## src/rtl/spi_master_bridge.sv

```systemverilog
`default_nettype none
// ============================================================================
// Module      : spi_master_bridge
// Description : Replays the I2C target's received write bytes as SPI mode-0
//               master frames; the first byte of each write selects the CS.
//               Optional MISO capture is built when SPI_MISO_CAPTURE_EN is set.
// Revision    : 1.0 - initial release
// ============================================================================
module spi_master_bridge #(
  parameter int CLK_DIV    = 4,
  parameter int FIFO_DEPTH = 4,
  parameter int NUM_CS     = 2
) (
  input  logic              clk,
  input  logic              rst_n,
  input  logic [7:0]        rx_byte,
  input  logic              byte_valid,
  input  logic              is_addr_byte,
  input  logic              bus_active,
  output logic              spi_sck,
  output logic              spi_mosi,
  input  logic              spi_miso,
  output logic [NUM_CS-1:0] spi_cs_n,
  output logic              busy,
  output logic              overflow,
  output logic [7:0]        miso_byte,
  output logic              miso_valid
);

  // The select field is wide enough to encode NUM_CS itself, so an out-of-range
  // select (e.g. 0x02 with two chip selects) is recognised and discarded.
  localparam int c_selw = $clog2(NUM_CS + 1);
  localparam int c_aw   = (FIFO_DEPTH > 1) ? $clog2(FIFO_DEPTH) : 1;
  localparam int c_cw   = $clog2(FIFO_DEPTH + 1);
  localparam int c_dw   = (CLK_DIV > 1) ? $clog2(CLK_DIV) : 1;

  typedef enum logic [2:0] {
    S_IDLE  = 3'd0,
    S_SEL   = 3'd1,
    S_SETUP = 3'd2,
    S_SHIFT = 3'd3,
    S_GAP   = 3'd4,
    S_HOLD  = 3'd5
  } state_t;

  // ---------------------------------------------------------------- byte FIFO
  logic [8:0]      r_mem [FIFO_DEPTH];
  logic [c_aw-1:0] r_wr_ptr;
  logic [c_aw-1:0] r_rd_ptr;
  logic [c_cw-1:0] r_count;
  logic            r_overflow;
  logic            w_full;
  logic            w_empty;
  logic            w_push;
  logic            w_pop;
  logic [8:0]      w_head;
  logic            w_have_data;
  logic            w_have_ctrl;

  assign w_full      = (r_count == c_cw'(FIFO_DEPTH));
  assign w_empty     = (r_count == '0);
  assign w_head      = r_mem[r_rd_ptr];
  assign w_have_data = !w_empty && !w_head[8];
  assign w_have_ctrl = !w_empty &&  w_head[8];
  // A pop in the same cycle frees the slot, so a push on full is still taken.
  assign w_push      = byte_valid && (!w_full || w_pop);

  always_ff @(posedge clk) begin
    if (w_push) begin
      r_mem[r_wr_ptr] <= {is_addr_byte, rx_byte};
    end
  end

  always_ff @(posedge clk or negedge rst_n) begin
    if (!rst_n) begin
      r_wr_ptr   <= '0;
      r_rd_ptr   <= '0;
      r_count    <= '0;
      r_overflow <= 1'b0;
    end else begin
      if (w_push) begin
        r_wr_ptr <= r_wr_ptr + 1'b1;
      end
      if (w_pop) begin
        r_rd_ptr <= r_rd_ptr + 1'b1;
      end
      if (w_push && !w_pop) begin
        r_count <= r_count + 1'b1;
      end else if (!w_push && w_pop) begin
        r_count <= r_count - 1'b1;
      end
      if (w_push && is_addr_byte) begin
        r_overflow <= 1'b0;
      end else if (byte_valid && !w_push) begin
        r_overflow <= 1'b1;
      end
    end
  end

  // ---------------------------------------------------------------- SPI engine
  state_t            r_state,   nxt_state;
  logic [c_dw-1:0]   r_div_cnt, nxt_div_cnt;
  logic [2:0]        r_bit_cnt, nxt_bit_cnt;
  logic              r_sck,     nxt_sck;
  logic              r_mosi,    nxt_mosi;
  logic [NUM_CS-1:0] r_cs_n,    nxt_cs_n;
  logic [7:0]        r_sh,      nxt_sh;
  logic [c_selw-1:0] r_sel,     nxt_sel;
  logic              r_discard, nxt_discard;
  logic              r_hold_hi, nxt_hold_hi;
  logic              w_div_end;
  logic              w_rise;
  logic              w_byte_done;

  function automatic logic [NUM_CS-1:0] cs_decode(input logic [c_selw-1:0] sel);
    logic [NUM_CS-1:0] v;
    v = '1;
    for (int i = 0; i < NUM_CS; i++) begin
      if (sel == c_selw'(i)) begin
        v[i] = 1'b0;
      end
    end
    return v;
  endfunction

  assign w_div_end = (r_div_cnt == c_dw'(CLK_DIV - 1));

  always_ff @(posedge clk or negedge rst_n) begin
    if (!rst_n) begin
      r_state   <= S_IDLE;
      r_div_cnt <= '0;
      r_bit_cnt <= '0;
      r_sck     <= 1'b0;
      r_mosi    <= 1'b0;
      r_cs_n    <= '1;
      r_sh      <= '0;
      r_sel     <= '0;
      r_discard <= 1'b0;
      r_hold_hi <= 1'b0;
    end else begin
      r_state   <= nxt_state;
      r_div_cnt <= nxt_div_cnt;
      r_bit_cnt <= nxt_bit_cnt;
      r_sck     <= nxt_sck;
      r_mosi    <= nxt_mosi;
      r_cs_n    <= nxt_cs_n;
      r_sh      <= nxt_sh;
      r_sel     <= nxt_sel;
      r_discard <= nxt_discard;
      r_hold_hi <= nxt_hold_hi;
    end
  end

  always_comb begin
    nxt_state   = r_state;
    nxt_div_cnt = r_div_cnt;
    nxt_bit_cnt = r_bit_cnt;
    nxt_sck     = r_sck;
    nxt_mosi    = r_mosi;
    nxt_cs_n    = r_cs_n;
    nxt_sh      = r_sh;
    nxt_sel     = r_sel;
    nxt_discard = r_discard;
    nxt_hold_hi = r_hold_hi;
    w_pop       = 1'b0;
    w_rise      = 1'b0;
    w_byte_done = 1'b0;

    case (r_state)
      S_IDLE: begin
        if (!w_empty) begin
          w_pop = 1'b1;
          if (w_head[8]) begin
            nxt_sel     = w_head[c_selw-1:0];
            nxt_discard = (32'(w_head[c_selw-1:0]) >= 32'(NUM_CS));
            nxt_state   = S_SEL;
          end
        end
      end

      S_SEL: begin
        if (w_have_ctrl) begin
          w_pop       = 1'b1;
          nxt_sel     = w_head[c_selw-1:0];
          nxt_discard = (32'(w_head[c_selw-1:0]) >= 32'(NUM_CS));
        end else if (w_have_data) begin
          w_pop = 1'b1;
          if (!r_discard) begin
            nxt_cs_n    = cs_decode(r_sel);
            nxt_sh      = w_head[7:0];
            nxt_mosi    = w_head[7];
            nxt_div_cnt = '0;
            nxt_state   = S_SETUP;
          end
        end else if (!bus_active) begin
          nxt_state = S_IDLE;
        end
      end

      S_SETUP: begin
        if (w_div_end) begin
          nxt_div_cnt = '0;
          nxt_bit_cnt = '0;
          nxt_sck     = 1'b1;
          w_rise      = 1'b1;
          nxt_state   = S_SHIFT;
        end else begin
          nxt_div_cnt = r_div_cnt + 1'b1;
        end
      end

      S_SHIFT: begin
        if (!w_div_end) begin
          nxt_div_cnt = r_div_cnt + 1'b1;
        end else begin
          nxt_div_cnt = '0;
          if (!r_sck) begin
            nxt_sck = 1'b1;
            w_rise  = 1'b1;
          end else begin
            nxt_sck = 1'b0;
            if (r_bit_cnt != 3'd7) begin
              nxt_bit_cnt = r_bit_cnt + 1'b1;
              nxt_sh      = {r_sh[6:0], 1'b0};
              nxt_mosi    = r_sh[6];
            end else begin
              w_byte_done = 1'b1;
              // Queued data continues the frame with no extra SCK-low time.
              if (w_have_data) begin
                w_pop       = 1'b1;
                nxt_sh      = w_head[7:0];
                nxt_mosi    = w_head[7];
                nxt_bit_cnt = '0;
              end else if (w_empty && bus_active) begin
                nxt_state = S_GAP;
              end else begin
                nxt_hold_hi = 1'b0;
                nxt_state   = S_HOLD;
              end
            end
          end
        end
      end

      S_GAP: begin
        if (w_have_data) begin
          w_pop       = 1'b1;
          nxt_sh      = w_head[7:0];
          nxt_mosi    = w_head[7];
          nxt_div_cnt = '0;
          nxt_state   = S_SETUP;
        end else if (w_have_ctrl || !bus_active) begin
          nxt_div_cnt = '0;
          nxt_hold_hi = 1'b0;
          nxt_state   = S_HOLD;
        end
      end

      S_HOLD: begin
        if (!w_div_end) begin
          nxt_div_cnt = r_div_cnt + 1'b1;
        end else begin
          nxt_div_cnt = '0;
          if (!r_hold_hi) begin
            nxt_hold_hi = 1'b1;
            nxt_cs_n    = '1;
          end else begin
            nxt_mosi  = 1'b0;
            nxt_state = S_IDLE;
          end
        end
      end

      default: begin
        nxt_cs_n  = '1;
        nxt_sck   = 1'b0;
        nxt_state = S_IDLE;
      end
    endcase
  end

  assign spi_sck  = r_sck;
  assign spi_mosi = r_mosi;
  assign spi_cs_n = r_cs_n;
  assign busy     = (r_state != S_IDLE) || !w_empty;
  assign overflow = r_overflow;

`ifdef SPI_MISO_CAPTURE_EN
  logic [7:0] r_miso_sh;
  logic [7:0] r_miso_byte;
  logic       r_miso_valid;

  always_ff @(posedge clk or negedge rst_n) begin
    if (!rst_n) begin
      r_miso_sh    <= '0;
      r_miso_byte  <= '0;
      r_miso_valid <= 1'b0;
    end else begin
      r_miso_valid <= w_byte_done;
      if (w_rise) begin
        r_miso_sh <= {r_miso_sh[6:0], spi_miso};
      end
      if (w_byte_done) begin
        r_miso_byte <= r_miso_sh;
      end
    end
  end

  assign miso_byte  = r_miso_byte;
  assign miso_valid = r_miso_valid;
`else
  logic w_unused;
  assign w_unused   = ^{spi_miso, w_rise, w_byte_done};
  assign miso_byte  = 8'h00;
  assign miso_valid = 1'b0;
`endif

endmodule
`default_nettype wire
```

## config.mk

```make
export PLATFORM = sky130hd
export DESIGN_NAME = spi_master_bridge
export DESIGN_NICKNAME = d
export VERILOG_FILES = /design/src/rtl/spi_master_bridge.sv
export SDC_FILE = /design/constraint.sdc
export NUM_CORES = 1
export LEC_CHECK = 0
export CORE_ASPECT_RATIO = 1.5
export CORE_MARGIN = 1
export CORE_UTILIZATION = 60
export CTS_BUF_LIST = sky130_fd_sc_hd__clkbuf_8
export DETAILED_ROUTE_END_ITERATION = 7
export PLACE_DENSITY = 0.86
export RECOVER_POWER = 25
export SLEW_MARGIN = 5
export SYNTH_ARGS = -nofsm -noshare
export SYNTH_HDL_FRONTEND = slang
export SYNTH_SLANG_ARGS = --single-unit
export TNS_END_PERCENT = 20
```

## constraint.sdc

```tcl
create_clock -name clk -period 3.2 [get_ports clk]
set_input_delay 0.96 -clock clk [delete_from_list [all_inputs] [get_ports clk]]
set_output_delay 0.96 -clock clk [all_outputs]
set_load 0.02 [all_outputs]
```

# After elaboration in Yosys (flattened, before gate mapping)
# Memories as Yosys holds them, arrays and structs flattened.
# Index checks and enable logic that the tools add are counted.
# op_classes
shifts	0
n_addsub	6
div_mod_pow	0
n_eq_ne	30
multipliers	0
bitwise_logic	2
mux	89
magnitude_cmp	1
n_reduce_logical	41
# op_table
op	n
two-way mux 3 bit	22
two-way mux 8 bit	7
two-way mux 1 bit	35
!= test 2 bit, second input constant	17
two-way mux 2 bit	14
one-hot mux 8 bit (3 select lines)	1
one-hot mux 3 bit (6 select lines)	1
!= test 3 bit, second input constant	5
AND reduction 13 bit	1
one-hot mux 2 bit (3 select lines)	2
AND reduction 6 bit	2
nonzero test 3 bit	4
AND reduction 5 bit	2
equality test 3 bit, second input constant	3
AND reduction 9 bit	1
logical AND 1 bit	8
one-hot mux 1 bit (4 select lines)	2
AND reduction 8 bit	1
nonzero test 2 bit	4
OR reduction 4 bit	2
adder 2 x 1 -> 2 bit, second input constant	3
adder 3 x 1 -> 3 bit, second input constant	2
equality test 3 x 2 -> 1 bit, second input constant	2
zero test 1 bit	6
other kinds (17)	22
# word_totals
mem_count	1
input_bits	14
latch_bits	0
reg_bits	32
output_inout_bits	15
mem_bits_ro	0
wordCells	184
mem_bits_rw	36
# memory_table
memory	words	word_bits	read_ports	rd_clocked_by_memory_dff	wr	line	text
r_mem	4	9	1	0	1	47	logic [8:0] r_mem [FIFO_DEPTH];

# Longest topological paths before layout
# Gate-level depths: netlist of the first run.
# depth
ltp_word	14
mapped_depth	11
ltp_nobuf	11

# Least setup slack after synthesis of the first run
# OpenSTA, ideal clock, no wires.
# synth_timing
path_kind	flip-flop to flip-flop
from	reg r_state[2]
to	reg r_count[2]
path_stages_with_launch	12
period_less_slack_ns	2.606
setup_ns	0.079
required_ns	3.121
n_path_buf	1
setup_slack_ns	0.594
arrival_time_ns	2.527
cell_sequence	dfrtp_1 clkbuf_1 nor3b_1 a41oi_1 o22ai_1 o21a_1 ha_1 inv_1 fa_1 xor2_1 nor2_1 xor2_1
# synth_via
elab_chain_len	7
elab_cells_between_ends	13
classes_between	eq/ne: 3; mux: 2; reduce/logical: 8
# synth_rtl
item	line	text
start, declared	101	state_t r_state, nxt_state;
start signal, assigned	141	r_state <= nxt_state;
equality test 3 bit (tied with other cells)	169	case (r_state)
one-hot mux 1 bit (4 select lines) (*)	169	
logical OR 1 bit (*)	66	assign w_push = byte_valid && (!w_full || w_pop);
logical AND 1 bit (*)	66	
via w_push	54	logic w_push;
zero test 1 bit	89	end else if (!w_push && w_pop) begin
logical AND 1 bit	89	
nonzero test 2 bit (no line)	-	
end signal, assigned	88	r_count <= r_count + 1'b1;
end signal, assigned	90	r_count <= r_count - 1'b1;
end, declared	50	logic [c_cw-1:0] r_count;
# The timed path passes the listed nets; every way through them passes the cells marked *.
# A chain may end at the register's enable or synchronous reset.

# Final worst setup path of the first run
# layout_timing
from	reg r_count[1]
to	out busy
# layout_via
elab_chain_len	3
# layout_rtl
item	line	text
zero test 3 bit	61	assign w_empty = (r_count == '0);
zero test 1 bit	285	assign busy = (r_state != S_IDLE) || !w_empty;
logical OR 1 bit	285	
end, declared	24	output logic busy,
# Every way passes these cells.

==> results.sh, run 1 <==
export IMPL_status="complete, but fails checks"
export IMPL_violations="capacitance limit, slew limit"
export IMPL_syn_area_sq_um=3270
export IMPL_met2_usage_pct=40.2
export IMPL_drc_errors=0
export IMPL_htreeDepth=3
export IMPL_ant_nets=0
export IMPL_synth_common_cells="edfxtp_1, dfrtp_1, nand2_1"
export IMPL_multi_input_area_sq_um=1310
export IMPL_synthFlopType="edfxtp_1"
export IMPL_total_power_w=0.00386
export IMPL_fin_crit_ns=3.13
export IMPL_wl_per_cell_microns=16.6
export IMPL_r2r_setup_slack_ns=0.41
export IMPL_num_io_pins=29
export IMPL_vias=2178
export IMPL_fin_tns_setup_ns=0
export IMPL_critical_path_top_delay_family="simple AND/OR/NAND/NOR gates"
export IMPL_chipHeight_microns=92.5
export IMPL_grtUsageMet1_pct=27.0
export IMPL_async_reset_ff_share_pct=45.5
export IMPL_yosys_warnings=0
export IMPL_p_per_area_nw_per_um2=1020
export IMPL_holdWs_ns=0.483
export IMPL_synth_simple_gate_area_share_pct=9.86
export IMPL_synth_top_cell_area_share_pct=33.0
export IMPL_grt_antenna_before_repair=0
export IMPL_synthXorXnorAreaFrac_pct=1.87
export IMPL_cp_depth=3
export IMPL_grt_overflow_total=0
export IMPL_regArea_sq_um=1830
export IMPL_seq_area_frac_synth_pct=56.0
export IMPL_cap_violations=1
export IMPL_crit_chain="or3_1 -> or2_2 -> clkdlybuf4s50_1"
export IMPL_layout_drive_gt1_share_pct=15.9
export IMPL_synth_adder_area_share_pct=3.67
export IMPL_synth_compound_area_share_pct=13.6
export IMPL_critPathLaunchType="flop"
export IMPL_area_growth_pct=15.2
export IMPL_yosysTopAreaCell="edfxtp_1"
export IMPL_setup_viol=0
export IMPL_hold_violations=0
export IMPL_postCtsSetupRepairBufs=0
export IMPL_grt_max_degree=31
export IMPL_cts_sinks=66
export IMPL_start_util_pct=62.9
export IMPL_drt_iter0_drc=123
export IMPL_fin_skew_ns=0.00793
export IMPL_synth_mux_area_share_pct=9.97
export IMPL_synth_distinct_cells=53
export IMPL_grt_pass1_wl_microns=10200
export IMPL_cts_max_path_buffers=2
export IMPL_synth_edf_count=36
export IMPL_drt_first_pass_iters=4
export IMPL_cp_slowest_stage_delay_ns=0.54
export IMPL_viasPerCell=5.98
export IMPL_globalplace_congestion=0.916
export IMPL_worstSetupEndpoint="busy"
export IMPL_synth_top_family_by_area="compound AO/OA/AOI/OAI gates"
export IMPL_die_area_sq_um=5760
export IMPL_arrival_ns=2.17
export IMPL_min_from="r_sel[0]"
export IMPL_worst_path_buf_inv=1
export IMPL_syn_avg_cell_area_sq_um=12.4
export IMPL_final_period_utilization_pct=97.9
export IMPL_n_antenna_cell=0
export IMPL_die_x_microns=62.3
export IMPL_clk_latency_ns=0.35
export IMPL_relSlewSlack_pct=-7.78
export IMPL_peakVddDrop_v=0.000590
export IMPL_cts_resized=0
export IMPL_cts_root_buf="clkbuf_8"
export IMPL_yosys_top_cells_area="edfxtp_1, dfrtp_1, mux4_2, ha_1, o21ai_0"
export IMPL_yosysMostFrequentCell="edfxtp_1"
export IMPL_crit_fanout=7
export IMPL_end_kind="output port"
export IMPL_synthCells=264
export IMPL_worstPathRequired_ns=2.24
export IMPL_grtUsageMet3_pct=4.31
export IMPL_clkTransAtPathRegs_ns=0.08
export IMPL_hold_class="reg -> reg"
export IMPL_cts_tree="built"
export IMPL_fmax_mhz=319
export IMPL_grt_pass1_vias=2188
export IMPL_slew_violations=31
export IMPL_grt_busiest_layer="met2"
export IMPL_critPathLaunch="r_count[1]"
export IMPL_coreArea_sq_um=5200
export IMPL_rows=32
export IMPL_rr_startpoint="r_state[0]"
export IMPL_worst_pin_slew_ns=1.62
export IMPL_dp_hpwl_microns=4200
export IMPL_cp_slowest_cell="clkdlybuf4s50_1"
export IMPL_reg2reg_depth=11
export IMPL_cts_buffers=9
export IMPL_regToRegEndpoint="r_count[2]"
export IMPL_fill_cells=364
export IMPL_grt_usage_pct=23.5
export IMPL_port_buffers=18
export IMPL_finalNetCount=314
export IMPL_ctsHoldBuffers=0
export IMPL_ys_seq_elements=66
export IMPL_grt_setup_unrepaired="no"
export IMPL_cellLeakagePower_nw=1.47
export IMPL_finalWirelength_microns=6060
export IMPL_worstSetupPathType="reg -> out"
worst min path at each step:
stage,endpoint,slack [ns],depth (start not counted)
CTS,spi_cs_n[1],0.48,1
detailed placement,r_sh[6],0.47,2
finish,spi_cs_n[1],0.48,1
global placement,r_sh[3],0.46,2
global route,spi_cs_n[1],0.50,1
floorplan,spi_cs_n[1],0.41,1
report_power, final:
group / switching, W / total, W / internal [W]
sequential: 0.000182 / 0.00137 / 0.00118
clock: 0.000339 / 0.000863 / 0.000524
combinational: 0.000899 / 0.00163 / 0.000734
worst reg2reg max path, cell delays in order (launching register included):
cell	delay [ns]
dfrtp_1	0.51
buf_4	0.22
nor3b_1	0.25
a41oi_1	0.08
o22ai_1	0.28
o21a_1	0.32
ha_1	0.22
inv_1	0.06
fa_1	0.37
xor2_1	0.15
nor2_1	0.11
xor2_1	0.15
cells in the final DEF, fill, tap and decap left out, types with 2 or more instances in the layout:
master           netlist  final
a211oi_1               2      2
a21oi_1               14     14
a22o_1                 5      5
a32o_1                 3      3
and2_1                 4      4
buf_4                  9      9
bufinv_16              0      3
clkbuf_8               0      9
clkdlybuf4s50_1        0     10
clkinv_4               0      3
conb_1                 1      9
dfrtp_1               28     28
dfstp_2                2      2
dlygate4sd3_1          0      8
edfxtp_1              36     36
ha_1                   8      8
inv_1                 11     11
mux2_2                 7      7
mux2i_1                3      3
mux4_2                 9      9
nand2_1               22     22
nand2b_1               5      5
nand3_1                4      4
nand3b_1               2      2
nand4_1                3      3
nor2_1                10     10
nor3_1                 5      5
nor3b_1                2      2
o21ai_0               17     17
o22ai_1                4      4
o31ai_1                6      6
or3_1                  3      3
xnor2_1                5      5
xor2_1                 2      2
state kept, by name, summed over array words and instances (netlist names):
signal     count
r_wr_ptr       2
r_hold_hi      1
spi_mosi       1
r_bit_cnt      3
r_rd_ptr       2
r_mem         36
r_sh           7
spi_sck        1
overflow       1
r_state        3
spi_cs_n       2
r_count        3
r_sel          2
r_div_cnt      2
final cells by class:
cell class / instances / area share [%]
timing repair buffer: 28 / 6.67
clock inverter: 7 / 3.32
inverter: 11 / 1.09
tap: 68 / 2.26
multi-input combinational: 175 / 34.7
clock buffer: 9 / 3.28
sequential: 66 / 48.6
routing by layer:
layer | share of wire (%) | vias to the layer above
met1 | 40 | 1058
li1 | - | 1025
met4 | 3.6 | 0
met3 | 3.6 | 27
met2 | 52 | 68
met5 | 0 | -
through the flow:
stage	instances	util, %	setup slack [ns]	cell area [sq um]
2_1_floorplan	272	-	0.594	3300
3_3_place_gp	348	67.7	0.353	3530
6_report	364	72.5	0.0687	3770
5_1_grt	364	72.5	0.00653	3770
3_5_place_dp	348	67.7	0.320	3530
4_1_cts	364	72.5	0.0615	3770
kinds of logic (layout without fill, tap and decap cells):
kind of cell | Yosys count | count (layout)
buffers and inverters | 31 | 55
DFF | 66 | 66
xor gates and xnor gates | 7 | 7
muxes | 20 | 20
adders and majority gates | 9 | 9
AOI/OAI and AO/OA | 65 | 65
and+or+nand+nor | 65 | 65
other | 1 | 9
(Power assumes the default switching activity.)
==> inputs of run 2 (changes only) <==
Settings changed: CORE_UTILIZATION 60 to 54, PLACE_DENSITY 0.86 to 0.81.
Clock period 3.2 ns to 2.65 ns, I/O delays scaled along.
==> run 2 against run 1 <==
Against the previous run:
- the flow now finishes without violations
- clock skew up 0.0012 ns
- non-clock buffer count up 6
- first-iteration DRC count down 12%
- critical path depth unchanged
- routed wire length up 4.7%
- die area up 11%
- setup slack worse by 0.0080 ns
- via count down 0.32%
- count of clock-buffer cells in the layout unchanged
- register-to-register slack worse by 0.27 ns
- largest cell class unchanged
==> results.sh, run 2 (same netlist as run 1, synthesis figures left out) <==
export IMPL_fmax_mhz=386
export IMPL_die_area_sq_um=6390
export IMPL_wl_per_cell_microns=17.0
export IMPL_power_frac_seq_pct=35.8
export IMPL_drt_iter0_drc=108
export IMPL_p_clk_share_pct=19.1
export IMPL_fin_skew_ns=0.00915
export IMPL_n_antenna_cell=0
export IMPL_start_util_pct=56.2
export IMPL_arrival_ns=1.79
export IMPL_status="completed"
export IMPL_grt_overflow_total=0
export IMPL_die_x_microns=65.6
export IMPL_cts_tree="built"
export IMPL_crit_fanout=5
export IMPL_grt_usage_pct=22.4
export IMPL_power_frac_comb_pct=45.1
export IMPL_cts_buffers=9
export IMPL_hold_class="reg -> reg"
export IMPL_worstSetupPathType="reg -> out"
export IMPL_layout_commonest_cell="edfxtp_1"
export IMPL_p_per_area_nw_per_um2=1210
export IMPL_relSlewSlack_pct=47.3
export IMPL_utilization_pct=65.0
export IMPL_ant_nets=0
export IMPL_num_io_pins=29
export IMPL_drt_first_pass_iters=4
export IMPL_slew_violations=0
export IMPL_regArea_sq_um=1840
export IMPL_worst_pin_slew_ns=0.790
export IMPL_fin_crit_ns=2.59
export IMPL_drc_errors=0
export IMPL_hold_violations=0
export IMPL_regMostFlops="r_mem"
export IMPL_fin_tns_setup_ns=0
export IMPL_post_place_cells=358
export IMPL_grt_pass1_vias=2240
export IMPL_peakVddDrop_v=0.000637
export IMPL_layout_drive_gt1_share_pct=18.9
export IMPL_dp_hpwl_microns=4540
export IMPL_globalplace_congestion=0.901
export IMPL_grt_antenna_before_repair=0
export IMPL_viasPerCell=5.80
export IMPL_layout_common_cells="edfxtp_1, dfrtp_1, nand2_1, o21ai_0, buf_4"
export IMPL_htreeDepth=3
export IMPL_cts_root_buf="clkbuf_8"
export IMPL_worstPathRequired_ns=1.86
export IMPL_coreArea_sq_um=5830
export IMPL_grt_setup_unrepaired="no"
export IMPL_cts_sinks=66
export IMPL_cap_violations=0
export IMPL_finalWirelength_microns=6350
export IMPL_multi_input_area_sq_um=1320
export IMPL_vias=2171
export IMPL_final_period_utilization_pct=97.7
export IMPL_port_buffers=18
export IMPL_finalNetCount=320
export IMPL_cts_max_path_buffers=2
export IMPL_clkTransAtPathRegs_ns=0.07
export IMPL_critPathLaunchType="flop"
export IMPL_p_switching_w=0.00175
export IMPL_largest_reg_flops=36
export IMPL_clk_latency_ns=0.35
export IMPL_ctsHoldBuffers=0
export IMPL_rows=34
export IMPL_largestRegisters="r_mem (36), r_sh (7)"
export IMPL_setup_viol=0
export IMPL_fill_cells=436
export IMPL_end_kind="output port"
export IMPL_cellInternalPower_w=0.00281
export IMPL_grt_max_degree=31
export IMPL_finalNonFillerCells=374
export IMPL_chipHeight_microns=97.4
export IMPL_grt_pass1_wl_microns=10500
export IMPL_postCtsSetupRepairBufs=0
export IMPL_area_growth_pct=15.7
export IMPL_swShare_pct=38.4
export IMPL_cellLeakagePower_nw=1.48
## run 2: cell types whose count changed in the layout (fill, tap and decap cells not counted), moves of 2 or more
cell,before,now
buf_4,9,15
bufinv_16,3,1
clkdlybuf4s50_1,10,8
clkinv_4,3,1
clkinvlp_4,0,2
dfrtp_1,28,26
dfrtp_2,0,2
## run 2: per-stage QoR
| step | hold slack [ns] | power [W] | instance area [sq um] | setup slack [ns] |
|---|---|---|---|---|
| finish | 0.491 | 0.00457 | 3790 | 0.0606 |
| global placement | 0.464 | 0.00362 | 3580 | 0.122 |
| CTS | 0.493 | 0.00458 | 3780 | 0.00605 |
| floorplan | 0.410 | 0.00313 | 3300 | 0.0443 |
| detailed placement | 0.475 | 0.00370 | 3580 | 0.0388 |
| global route | 0.510 | 0.00487 | 3790 | 0.000105 |
## run 2: timing repair
action,4_1_cts,5_1_grt
gates resized for setup,1,4
pin swaps,0,0
endpoints found under the setup margin,1,2
## run 2: path summary, 6_finish.rpt
path	startpoint	end	slack [ns]	cells past startpoint
max reg2reg	r_bit_cnt[0]	r_count[1]	0.14	9
min reg2reg	overflow	overflow	0.49	2
min in group asynchronous	rst_n	r_bit_cnt[1]	1.05	2
max	r_count[1]	busy	0.06	3
max in group asynchronous	rst_n	r_count[0]	1.05	2
min	overflow	overflow	0.49	2
## run 2: layout make-up
class	count	share of cell area, %
tap	72	2.38
clock buffer	9	3.27
multi-input combinational	175	34.7
clock inverter	7	2.18
sequential	66	48.5
inverter	11	1.09
timing repair buffer	34	7.86
## run 2: critical path: stages, from the launching register on
cell and delay [ns]:
dfrtp_2 0.44, or3_1 0.42, or2_2 0.31, clkdlybuf4s15_1 0.29
## run 2: metal layers
metal | wire (microns) | global-route usage (%) | vias up
met4 | 194 | 12.0 | 0
met2 | 3360 | 38.1 | 56
li1 | - | - | 1042
met1 | 2580 | 24.9 | 1057
met3 | 216 | 5.52 | 16
met5 | 0 | 0 | -
## run 2: power by group through the flow
stage               Clock, W  Combinational (W)  Sequential (W)
finish              0.000873            0.00206         0.00163
floorplan                  0            0.00150         0.00163
global route        0.000934            0.00226         0.00167
detailed placement         0            0.00205         0.00165
global placement           0            0.00199         0.00163
CTS                 0.000890            0.00206         0.00163
==> inputs of run 3 (changes only) <==
Settings changed: CELL_PAD_IN_SITES_DETAIL_PLACEMENT set to 1, CELL_PAD_IN_SITES_GLOBAL_PLACEMENT set to 1, CORE_UTILIZATION 54 to 49, PLACE_DENSITY 0.81 to 0.85.
Clock period 2.65 ns to 2.9 ns, I/O delays scaled along.
==> run 3 against run 2 <==
Against the previous run:
- the run now ends with capacitance limit, slew limit left
- design area is 0.46% lower
- utilization shrank 6.9 points
- combinational power shrank 8%
- global-route usage up 1.6 points
- critical path type unchanged
- largest power group unchanged
- cell count rose by 0.27%
- critical endpoint unchanged
- sequential cell count unchanged
- first-iteration DRC count up 55%
- count of clock-buffer cells in the layout unchanged
==> results.sh, run 3 (same netlist as run 1, synthesis figures left out) <==
export IMPL_die_area_sq_um=7020
export IMPL_crit_fanout=5
export IMPL_topRoutingLayerUsed="met4"
export IMPL_grt_pass1_vias=2437
export IMPL_drt_iter0_drc=167
export IMPL_htreeDepth=3
export IMPL_setup_ws_ns=0.170
export IMPL_peakVddDrop_v=0.000535
export IMPL_p_per_area_nw_per_um2=1130
export IMPL_largest_reg_flops=36
export IMPL_cts_root_buf="clkbuf_8"
export IMPL_cts_buffers=9
export IMPL_ant_nets=0
export IMPL_cts_sinks=66
export IMPL_chipHeight_microns=102
export IMPL_arrival_ns=1.86
export IMPL_cellInternalPower_w=0.00262
export IMPL_drt_first_pass_iters=6
export IMPL_multi_input_area_sq_um=1310
export IMPL_start_util_pct=50.5
export IMPL_worst_pin_slew_ns=1.74
export IMPL_ctsHoldBuffers=0
export IMPL_viasPerCell=5.97
export IMPL_grt_antenna_before_repair=0
export IMPL_fin_skew_ns=0.00730
export IMPL_area_growth_pct=15.2
export IMPL_grt_max_degree=31
export IMPL_slew_violations=31
export IMPL_final_period_utilization_pct=94.1
export IMPL_status="complete, but fails checks"
export IMPL_fill_cells=674
export IMPL_layout_common_cells="edfxtp_1, dfrtp_1, nand2_1, o21ai_0, a21oi_1"
export IMPL_clk_latency_ns=0.34
export IMPL_post_place_cells=359
export IMPL_fmax_mhz=366
export IMPL_critPathLaunchType="flop"
export IMPL_violations="capacitance limit, slew limit"
export IMPL_routed_wl_met2_microns=3880
export IMPL_holdWs_ns=0.489
export IMPL_largestRegisters="r_mem (36), r_sh (7)"
export IMPL_grt_overflow_total=0
export IMPL_fin_tns_setup_ns=0
export IMPL_regArea_sq_um=1830
export IMPL_end_kind="output port"
export IMPL_p_clk_share_pct=19.9
export IMPL_wl_met3_microns=211
export IMPL_cap_violations=1
export IMPL_pre_cts_slack_ns=0.243
export IMPL_power_frac_comb_pct=44.6
export IMPL_r2r_setup_slack_ns=0.26
export IMPL_n_antenna_cell=0
export IMPL_vias=2238
export IMPL_finalWirelength_microns=7250
export IMPL_finalNonFillerCells=375
export IMPL_die_x_microns=68.7
export IMPL_coreArea_sq_um=6490
export IMPL_finalNetCount=317
export IMPL_dp_hpwl_microns=5210
export IMPL_fin_crit_ns=2.73
export IMPL_cts_max_path_buffers=2
export IMPL_grt_setup_unrepaired="no"
export IMPL_wl_per_cell_microns=19.3
export IMPL_setup_viol=0
export IMPL_worstSetupPathType="reg -> out"
export IMPL_num_io_pins=29
export IMPL_grt_pass1_wl_microns=12000
export IMPL_regMostFlops="r_mem"
export IMPL_clkTransAtPathRegs_ns=0.08
export IMPL_hold_violations=0
export IMPL_grt_usage_pct=23.9
export IMPL_cellLeakagePower_nw=1.47
export IMPL_wl_met1_microns=2920
export IMPL_rows=36
export IMPL_swShare_pct=38.4
export IMPL_hold_class="reg -> reg"
export IMPL_total_power_w=0.00425
export IMPL_globalplace_congestion=0.865
export IMPL_layout_drive_gt1_share_pct=16.4
export IMPL_worstPathRequired_ns=2.03
export IMPL_power_frac_seq_pct=35.5
export IMPL_relSlewSlack_pct=-16.1
export IMPL_port_buffers=18
export IMPL_layout_commonest_cell="edfxtp_1"
export IMPL_p_switching_w=0.00163
export IMPL_cts_tree="built"
export IMPL_drc_errors=0
==> run 3: timing repair <==
item,4_1_cts,5_1_grt
resized for setup,1,0
setup endpoints to repair,1,0
buffers inserted,0,0
hold endpoints to repair,0,0
==> run 3: power groups by stage <==
stage          Combinational (W)  Sequential [W]  Clock [W]
2_1_floorplan            0.00137         0.00149          0
3_3_place_gp             0.00181         0.00150          0
3_5_place_dp             0.00187         0.00152          0
4_1_cts                  0.00191         0.00151   0.000859
5_1_grt                  0.00207         0.00155   0.000893
6_report                 0.00189         0.00151   0.000845
==> run 3: final timing paths <==
path                                   from  depth (start not counted)     endpoint
worst min-delay path               r_sel[0]                          1  spi_cs_n[1]
worst max register to register  r_mem[3][8]                          9   r_count[2]
worst min register to register     r_sel[0]                          1  spi_cs_n[1]
max in group asynchronous             rst_n                          2  r_wr_ptr[0]
min in group asynchronous             rst_n                          2      spi_sck
worst max-delay path             r_count[1]                          3         busy
==> run 3: final cells by class <==
cell class                 instances  area share (%)
multi-input combinational        175            34.7
inverter                          11            1.09
sequential                        66            48.6
tap                               76            2.52
clock buffer                       9            3.28
timing repair buffer              31            7.23
clock inverter                     7            2.49
==> run 3: per-stage QoR <==
| step | util, % | cell area [sq um] |
|---|---|---|
| detailed placement | 54.9 | 3560 |
| global placement | 54.9 | 3560 |
| finish | 58.1 | 3770 |
| floorplan | - | 3300 |
| global route | 58.1 | 3770 |
| CTS | 58.2 | 3770 |
==> run 3: metal layers <==
| layer | vias to the layer above | GRT usage [%] |
|---|---|---|
| met2 | 52 | 40.6 |
| met4 | 0 | 12.1 |
| met5 | - | 0 |
| li1 | 1031 | - |
| met1 | 1134 | 27.4 |
| met3 | 21 | 5.80 |
==> run 3: worst max-delay path: stages, from the launching register on <==
cell and delay [ns]:
dfrtp_1 0.44, or3_1 0.46, or2_2 0.31, dlygate4sd2_1 0.32
==> RTL edit 1, RTL diff (config.mk and constraints of run 2) <==
The 6 states of `state_t` get a one-hot encoding in 6 bits.
--- a/src/rtl/spi_master_bridge.sv
+++ b/src/rtl/spi_master_bridge.sv
@@ -34,13 +34,13 @@
   localparam int c_cw   = $clog2(FIFO_DEPTH + 1);
   localparam int c_dw   = (CLK_DIV > 1) ? $clog2(CLK_DIV) : 1;
 
-  typedef enum logic [2:0] {
-    S_IDLE  = 3'd0,
-    S_SEL   = 3'd1,
-    S_SETUP = 3'd2,
-    S_SHIFT = 3'd3,
-    S_GAP   = 3'd4,
-    S_HOLD  = 3'd5
+  typedef enum logic [5:0] {
+    S_IDLE  = 6'b000001,
+    S_SEL   = 6'b000010,
+    S_SETUP = 6'b000100,
+    S_SHIFT = 6'b001000,
+    S_GAP   = 6'b010000,
+    S_HOLD  = 6'b100000
   } state_t;
 
   // ---------------------------------------------------------------- byte FIFO
Check against the original RTL: same outputs for any inputs over 4 cycles, from zero or initial values and one cycle with rst_n low; so few cycles prove little.
==> RTL edit 1 against run 2 <==
Largest power group unchanged. Hold slack got worse by 0.061 ns. Clock skew fell by 0.0038 ns. Power down 5.6%. Largest cell class unchanged. Final area increased by 6.1%. Area after synthesis rose by 3.2%. Setup slack better by 0.089 ns. Wire length increased by 13%. Sequential share of layout area is 0.88 points lower. Sequential cell count rose by 3. Sequential power is 2% higher.
==> RTL edit 1: results (changes against run 2) <==
.. list-table::
   :header-rows: 1

   * - Metric
     - Value
   * - Top cell types by occurrence after synthesis
     - edfxtp_1 (36), dfrtp_1 (30), nand2_1 (16)
   * - Met2 layer wire length in the routed design
     - 3.80 mm (+13%)
   * - First-pass GRT wire length
     - 11.9 mm (+13%)
   * - Biggest area contributors in the synthesized netlist
     - edfxtp_1 (32%), dfrtp_1 (22%), mux4_2 (6.0%)
   * - Filler Cells Inserted
     - 411 (-5.7%)
   * - Worst clock skew
     - 0.00538 ns (-0.00377 ns)
   * - Routed wire length per instance
     - 18.7 um (+10%)
   * - Largest registers
     - r_mem x36, r_sh x7, r_state x6
   * - Result of the run
     - finished clean
   * - Detailed-routed wire length on met3
     - 321 um (+49%)
   * - Worst setup path endpoint
     - r_count[1]
   * - Max Fanout on Critical Path
     - 4 (-1)
   * - Pre-CTS worst setup slack
     - 0.0171 ns (-0.0216 ns)
   * - Initial detailed-routing violation count
     - 304 (+180%)
   * - WL met1
     - 2.75 mm (+6.5%)
   * - Maximum vdd drop
     - 0.758 mV (+19%)
   * - Cell depth of the worst flop-to-flop path
     - 10 (+1)
   * - Ys async rst share
     - 0.478 (+0.0237)
   * - Post-synthesis sequential area ratio
     - 0.565 (+0.00495)
   * - GRT met1 Usage
     - 0.290 (+0.0405)
   * - Fraction of layout instances using a drive strength above 1
     - 0.250 (+0.0613)
   * - Via count of the first global-routing pass
     - 2,421 (+8.1%)
   * - Leak Pwr
     - 1.61 nW (+8.6%)
   * - Source of the critical timing path
     - r_bit_cnt[0]
   * - Pin count of the biggest net entering global routing
     - 34 (+9.7%)
   * - Critical path's top delay family
     - adder cells
   * - GRT Resource Usage Total
     - 0.250 (+0.0262)
   * - Vias
     - 2,355 (+8.5%)
   * - First-pass iteration count of the detailed router
     - 5 (+1)
   * - Cts repair resizes
     - 3 (+2)
[RTL edit 1: cell count changes after synthesis, moves of 6 or more]
cell / change
o21ai_0: -9
o211ai_1: +7
o2bb2ai_1: +7
a21oi_1: -6
nand2_1: -6
o31ai_1: -6
[RTL edit 1: stage by stage]
step	power, mW	hold WS [ns]	cells
CTS	4.30	0.432	383
floorplan	2.86	0.400	268
finish	4.31	0.430	384
detailed placement	3.47	0.428	367
global placement	3.41	0.417	367
global route	4.60	0.481	384
[RTL edit 1: worst min-delay path by stage]
stage,start,end,slack [ns],cells after the start
after floorplan,r_sel[0],spi_cs_n[1],0.40,1
after global placement,r_sel[0],spi_cs_n[1],0.42,1
after detailed placement,r_sel[0],spi_cs_n[1],0.43,1
after CTS,r_sel[0],spi_cs_n[1],0.43,1
after global routing,r_sel[0],spi_cs_n[1],0.48,1
final,r_sel[0],spi_cs_n[1],0.43,1
[RTL edit 1: kinds of logic (layout without fill, tap and decap cells)]
group / after synthesis / after routing / share of synthesized area
XOR/XNOR: 9 / 9 / 0.0233
AND/OR/NAND/NOR: 70 / 70 / 0.111
flip-flops: 69 / 69 / 0.565
adder cells (fa/ha/maj): 9 / 9 / 0.0355
buffers and inverters: 25 / 69 / 0.0392
other: 1 / 9 / 0.00111
AO/OA/AOI/OAI: 62 / 62 / 0.145
multiplexers: 15 / 15 / 0.0792
[RTL edit 1: cell type report]
type	count	area [sq um]	area share
multi-input combinational	174	1410	0.352
inverter	7	26.3	0.00653
clock inverter	7	62.6	0.0156
clock buffer	9	124	0.0308
tap	72	90.1	0.0224
sequential	69	1910	0.476
timing repair buffer	46	390	0.0971
[RTL edit 1: report_power, final]
part,internal (mW),switching (mW)
Clock,0.360,0.442
Combinational,0.922,0.913
Sequential,1.45,0.219
==> RTL edit 2, RTL diff (config.mk and constraints of run 2) <==
Made on the original files. Change the parameter `FIFO_DEPTH` from 4 to 8.
--- a/src/rtl/spi_master_bridge.sv
+++ b/src/rtl/spi_master_bridge.sv
@@ -8,7 +8,7 @@
 // ============================================================================
 module spi_master_bridge #(
   parameter int CLK_DIV    = 4,
-  parameter int FIFO_DEPTH = 4,
+  parameter int FIFO_DEPTH = 8,
   parameter int NUM_CS     = 2
 ) (
   input  logic              clk,
Function: changed (Yosys sat finds a counterexample within 10 cycles, from zero or initial values and one cycle with rst_n low).
==> RTL edit 2 against run 2 <==
Die area increased by 50%. Power decreased by 14%. Area after synthesis up 52%. Non-clock buffer count rose by 35. Utilization rose by 1.3 points. Hold slack got worse by 0.011 ns. Wire length increased by 55%. Sequential cell count rose by 39. Setup slack improved by 0.048 ns. Final area up 55%.
==> RTL edit 2: results (changes against run 2) <==
.. list-table::
   :header-rows: 1

   * - Metric
     - Value
   * - Filler Cells Inserted
     - 625 (+43%)
   * - Count of different cell masters after synthesis
     - 69 (+30%)
   * - Seq pwr share
     - 0.539 (+0.181)
   * - Clk slew on worst S/H paths
     - 0.11 ns (+0.04 ns)
   * - Non-clock buffer count
     - 69 (+100%)
   * - Via count of the first global-routing pass
     - 3,293 (+47%)
   * - Share of the final layout cell area in sequential cells
     - 0.508 (+0.0234)
   * - First-pass iteration count of the detailed router
     - 5 (+1)
   * - Hold Crit Depth
     - 1 (-1)
   * - Fraction of layout instances using a drive strength above 1
     - 0.285 (+0.0963)
   * - Clock network contribution to total cell area
     - 0.0361 (-0.0184)
   * - Worst hold margin
     - 0.480 ns (-0.0110 ns)
   * - Relative slew slack
     - 0.420 (-0.0532)
   * - Worst clock skew
     - 0.0160 ns (+0.00686 ns)
   * - Post-Syn Instances
     - 348 (+32%)
   * - R2r startpoint
     - r_rd_ptr[0]
   * - Count of flip-flops with a built-in enable after synthesis
     - 72 (+100%)
   * - Total power
     - 3.93 mW (-14%)
   * - Startpoint-to-endpoint class of the critical path
     - flop to flop
   * - Met3 Track Usage GR
     - 0.0398 (-0.0153)
   * - Leak Pwr
     - 2.13 nW (+44%)
   * - Met2 track demand over resource
     - 0.395 (+0.0146)
   * - Critical path's top delay family
     - compound AO/OA/AOI/OAI gates
   * - Maximum vdd drop
     - 0.383 mV (-40%)
   * - Multi-input combinational gate total
     - 215 (+23%)
   * - Largest registers
     - r_mem x72, r_sh x7, r_count x4
   * - WL met1
     - 3.77 mm (+46%)
   * - Hold Crit Start
     - r_sel[0]
   * - Cell depth of the worst flop-to-flop path
     - 12 (+3)
   * - Cts repair resizes
     - 8 (+7)
   * - Combined area of all synthesized cells
     - 0.00497 sq mm (+52%)
   * - Top cell types by occurrence after synthesis
     - edfxtp_1 (72), dfrtp_1 (31), nand2_1 (29)
   * - Area after detailed placement
     - 0.00552 sq mm (+54%)
   * - Fraction of area in multi-input gates
     - 0.332 (-0.0159)
   * - GRT met1 Usage
     - 0.268 (+0.0191)
   * - Source of the critical timing path
     - r_rd_ptr[0]
   * - Half-perimeter wire length after placement
     - 6.71 mm (+48%)
   * - Max Fanout on Critical Path
     - 6 (+1)
   * - Final critical-path setup slack
     - 0.109 ns (+0.0482 ns)
   * - NetSw
     - 1.20 mW (-32%)
   * - Ys async rst share
     - 0.314 (-0.140)
   * - Result of the run
     - finished clean
   * - Inverters excl. clock
     - 9 (-2)
   * - Later-pin clock latency in the skew report
     - 0.38 ns (+0.03 ns)
   * - Met2 layer wire length in the routed design
     - 5.31 mm (+58%)
   * - Biggest area contributors in the synthesized netlist
     - edfxtp_1 (44%), dfrtp_1 (16%), mux4_2 (6.3%)
   * - Routability congestion estimate from global placement
     - 0.903 (+0.16%)
## RTL edit 2: cell types whose count changed after synthesis, moves of 5 or more
cell / change
nand2_1: +7
mux2i_1: +5
mux2_1: +6
mux4_2: +5
o21ai_0: -11
o31ai_1: -5
edfxtp_1: +36
a21oi_1: -9
inv_1: -5
o211ai_1: +7
a31oi_1: +5
## RTL edit 2: cell families (layout without fill, tap and decap cells)
family	Yosys count	in the layout	synth area share
AOI/OAI and AO/OA	71	71	0.113
buffers and inverters	36	94	0.0378
and+or+nand+nor	80	80	0.0854
muxes	38	38	0.123
adders and majority gates	9	9	0.0242
other	1	9	0.000755
DFF	105	105	0.602
xor gates and xnor gates	8	8	0.0141
## RTL edit 2: how the worst min path moves through the flow
stage	end
after floorplan	spi_cs_n[1]
after global placement	spi_cs_n[1]
after detailed placement	spi_cs_n[1]
after CTS	spi_cs_n[1]
after global routing	spi_cs_n[1]
final	spi_cs_n[1]
